### config.mk
export PLATFORM = sky130hd
export DESIGN_NAME = load_monitor
export DESIGN_NICKNAME = d
export VERILOG_FILES = /design/src/rtl/load_monitor.sv
export SDC_FILE = /design/constraint.sdc
export NUM_CORES = 1
export LEC_CHECK = 0
export BUFFER_PORTS_ARGS = -buffer_cell sky130_fd_sc_hd__buf_2
export CELL_PAD_IN_SITES_DETAIL_PLACEMENT = 1
export CELL_PAD_IN_SITES_GLOBAL_PLACEMENT = 1
export CORE_MARGIN = 4
export CORE_UTILIZATION = 41
export CTS_CLUSTER_DIAMETER = 60
export CTS_CLUSTER_SIZE = 20
export DETAILED_ROUTE_END_ITERATION = 16
export PLACE_DENSITY_LB_ADDON = 0.1
export SLEW_MARGIN = 20
export SYNTH_ARGS = -nofsm -noshare
export SYNTH_HDL_FRONTEND = slang
export SYNTH_SLANG_ARGS = --single-unit
export TNS_END_PERCENT = 100
### constraint.sdc
create_clock -name clk -period 3 [get_ports clk]
set_clock_uncertainty 0.15 [all_clocks]
set_input_delay 0.3 -clock clk [delete_from_list [all_inputs] [get_ports clk]]
set_output_delay 0.3 -clock clk [all_outputs]
set_load 0.02 [all_outputs]
### src/rtl/load_monitor.sv
// rtl/load_monitor.sv - elevator car occupancy counter with overload hysteresis and door-hold request
module load_monitor #(
    parameter int CNT_W        = 4,
    parameter int MAX_LOAD     = 5,
    parameter int WARN_LEVEL   = 4,
    parameter int CLEAR_CYCLES = 8
) (
    input  logic             clk,
    input  logic             rst_n,
    input  logic             enter,
    input  logic             leave,
    input  logic             load_reset,
    output logic [CNT_W-1:0] count,
    output logic             near_full,
    output logic             weight_limit_exceeded,
    output logic             door_hold,
    output logic             underflow_err
);

    localparam int TMR_W = $clog2(CLEAR_CYCLES) + 1;

    localparam logic [CNT_W-1:0] MAX_C   = CNT_W'(MAX_LOAD);
    localparam logic [CNT_W-1:0] WARN_C  = CNT_W'(WARN_LEVEL);
    localparam logic [CNT_W-1:0] CNT_TOP = {CNT_W{1'b1}};
    localparam logic [TMR_W-1:0] CLR_END = TMR_W'(CLEAR_CYCLES - 1);

    typedef enum logic [1:0] {
        NORMAL,
        OVERLOAD,
        CLEARING
    } state_t;

    state_t             state;
    logic [TMR_W-1:0]   clear_timer;
    logic               enter_q;
    logic               leave_q;

    logic               inc;
    logic               dec;
    logic               underflow_hit;
    logic               over_next;
    logic [CNT_W-1:0]   nc;

    assign inc = enter & ~enter_q;
    assign dec = leave & ~leave_q;
    assign underflow_hit = dec & ~inc & (count == '0);

    // Simultaneous entry and exit cancel; both directions saturate instead of wrapping.
    always_comb begin
        nc = count;
        if (inc && !dec) begin
            if (count != CNT_TOP) nc = count + 1'b1;
        end else if (dec && !inc) begin
            if (count != '0) nc = count - 1'b1;
        end
    end

    assign over_next = (nc > MAX_C);

    always_ff @(posedge clk or negedge rst_n) begin
        if (!rst_n) begin
            count         <= '0;
            state         <= NORMAL;
            clear_timer   <= '0;
            enter_q       <= 1'b0;
            leave_q       <= 1'b0;
            underflow_err <= 1'b0;
        end else begin
            // Edge registers keep tracking during load_reset so a held sensor is not recounted.
            enter_q <= enter;
            leave_q <= leave;
            if (load_reset) begin
                count         <= '0;
                state         <= NORMAL;
                clear_timer   <= '0;
                underflow_err <= 1'b0;
            end else begin
                count <= nc;
                if (underflow_hit) underflow_err <= 1'b1;
                case (state)
                    NORMAL: begin
                        if (over_next) state <= OVERLOAD;
                    end
                    OVERLOAD: begin
                        if (!over_next) begin
                            state       <= CLEARING;
                            clear_timer <= '0;
                        end
                    end
                    CLEARING: begin
                        if (over_next) begin
                            state <= OVERLOAD;
                        end else if (clear_timer == CLR_END) begin
                            state <= NORMAL;
                        end else begin
                            clear_timer <= clear_timer + 1'b1;
                        end
                    end
                    default: state <= NORMAL;
                endcase
            end
        end
    end

    assign weight_limit_exceeded = (state != NORMAL);
    assign door_hold             = (state == OVERLOAD);
    assign near_full             = (count >= WARN_C) && (state == NORMAL);

endmodule

==> metrics.md <==
| Metric | Value |
|---|---|
| Routed WL | `1930 um` |
| Post-synthesis sequential area ratio | `40.2%` |
| Syn_nets | `92` |
| Vias in the first global route | `751` |
| Outcome | `finished clean` |
| Worst Path Required | `3.06 ns` |
| Clock tree root buffer cell | `clkbuf_4` |
| Tcrit/Tclk final | `87.0%` |
| Synth cell types | `37` |
| CP delay by family, top | `simple AND/OR/NAND/NOR gates` |
| Pin count of the biggest net entering global routing | `14` |
| Min cycle time layout | `2.61 ns` |
| CP max FO | `10` |
| Leading area contributor after synthesis | `dfrtp_1` |
| Critical-path cell list | `dlygate4sd3_1 -> buf_2 -> nand2b_1 -> nor2_1 -> a221oi_1 -> o32ai_4 -> or4b_1 -> a21oi_1` |
| Initial antenna violation count | `0` |
| Slew margin rel. | `64.5%` |
| Clock Latency Late Sink | `0.28 ns` |
| Synth warn | `0` |
| Post-synth EDFFs | `0` |
| CP arrival | `2.67 ns` |
| Cell area power density | `471 mW/mm^2` |
| CTS HTree Levels | `1` |
| CTS Sinks | `13` |
| Synth top area share | `40.2%` |
| Initial Util | `44.9%` |
| Die ar. | `0.00275 mm^2` |
| Setup_tns | `0 ns` |
| Kind of critical path | `in2reg` |
| RSZ-0062 raised after global routing | `no` |
| Slew @ Worst Pin | `0.533 ns` |
| Synth Flop Type | `dfrtp_1` |
| Post-synthesis register bit count | `13` |
| Max cap viols | `0` |
| NumNets Final | `109` |
| Row cnt | `15` |
| GR Util All Layers | `17.9%` |
| Vias | `703` |
| First-pass GRT wire length | `3620 um` |
| Die H | `52.4 um` |
| Ports | `13` |
| Ant diodes | `0` |
| Crit-path max cell delay | `0.53 ns` |
| Clock slew at reported path FFs | `0.09 ns` |
| Crit. End Element | `flop` |
| CTS tree | `built` |
| Synthesized instance count | `84` |
| IR drop worst, VDD | `0.224 mV` |
| CP bufs+invs | `2` |
| FILL cells | `231` |
| Core Region | `0.00180 mm^2` |
| Grt total ovfl | `0` |
| Pwr Total | `440 uW` |
| Post-Syn Area | `808 um^2` |
| PortBufs | `12` |
| Post-place instance area | `877 um^2` |
| Most frequent cell after synthesis | `dfrtp_1` |
| Share of layout cells above drive strength 1 | `22.0%` |
| Total setup buffers inserted after CTS | `0` |
| CTS resizes | `0` |
| Leakage | `0.413 nW` |
| Startpoint class of the critical path | `input pin` |
| Iteration-0 DRC count of the detailed router | `14` |
| Synth area leaders | `dfrtp_1 (40%), ha_1 (4.6%), a21oi_1 (4.3%)` |
| Die width | `52.4 um` |
| Max-slew violation count | `0` |
| DRT Pass-1 Iters | `4` |
| Worst path slowest cell | `or4b_1` |
| Peak Freq | `383 MHz` |
| Ys async rst share | `100%` |
| DR WL/cell | `15.5 um` |
| CTS Buf Count | `3` |
| Synth-to-Final Area Change | `15.5%` |
| Min-Delay Path Class | `in2reg` |
| Post-synth top cells | `dfrtp_1 (13), nor2_1 (9), a21oi_1 (7)` |
| Deepest clock path buffer count | `2` |
| Post-CTS Hold Buffers | `3` |
| Final Wtd Congestion | `0.849` |
| Via/cell ratio | `5.62` |
| Avg Cell Area, Syn | `9.62 um^2` |
| Endpoints failing setup | `0` |
| Final Hold Viols | `0` |
| DR DRC count | `0` |
| Fin area | `933 um^2` |
| Routed Antenna Nets | `0` |
| Fin Hold WS | `0.196 ns` |
| Hpwl dp | `1450 um` |
routing by layer:
metal | up-vias | track usage [%] | wire length [um]
met1 | 351 | 25.4 | 1030
li1 | 342 | - | -
met3 | 2 | 4.27 | 47
met5 | - | 0 | 0
met4 | 0 | 5.11 | 12
met2 | 8 | 26.7 | 841
logic make-up after synthesis:
logic type      share of synthesized area (%)
fa+ha+maj                                4.64
flops                                    40.2
simple gates                             25.5
buf+inv                                  5.57
compound gates                           22.9
xor+xnor                                 1.08
per-stage QoR:
stage               setup WS [ns]  std cells  util, %
CTS                         0.400        125     51.8
floorplan                   0.548         84        -
global route                0.213        125     51.8
global placement            0.475        118     48.7
detailed placement          0.437        118     48.7
finish                      0.391        125     51.8
state kept, by name (all words and copies together), names as in the netlist:
signal	count
underflow_err	1
state	2
leave_q	1
count	4
clear_timer	4
enter_q	1
path summary, 6_finish.rpt:
path                                    start        endpoint  slack, ns  depth (start not counted)
worst max-delay path                    enter  clear_timer[2]       0.39                          8
worst min-delay path               load_reset  clear_timer[3]       0.20                          2
worst max register to register       count[0]  clear_timer[2]       0.41                          8
worst min register to register  underflow_err   underflow_err       0.35                          2
max in group asynchronous               rst_n  clear_timer[0]       2.18                          2
min in group asynchronous               rst_n        count[2]       0.29                          2
report_power, final:
part           internal (mW)  leakage [nW]  switching (mW)
sequential             0.185         0.174          0.0136
combinational         0.0513         0.224          0.0752
clock                 0.0515        0.0150          0.0626
cell usage in the layout (no fill, tap or decap), types with 2 or more instances in the layout:
master and n:
a21oi_1 7, a31oi_1 3, buf_2 12, clkbuf_4 3, dfrtp_1 13, dlygate4sd3_1 3
ha_1 3, inv_1 6, nand2b_1 2, nand4_1 2, nor2_1 9, nor2b_1 4
nor3_1 5, o21a_1 2, o21ai_0 3
area by class of cell:
type	count	area [um^2]	area share (%)
Multi-Input combinational cell	62	438	46.9
Sequential cell	13	325	34.9
Timing Repair Buffer	15	90.1	9.65
Tap cell	25	31.3	3.35
Clock buffer	4	26.3	2.82
Inverter	6	22.5	2.41
No activity file was read; power rests on OpenSTA's default activity.
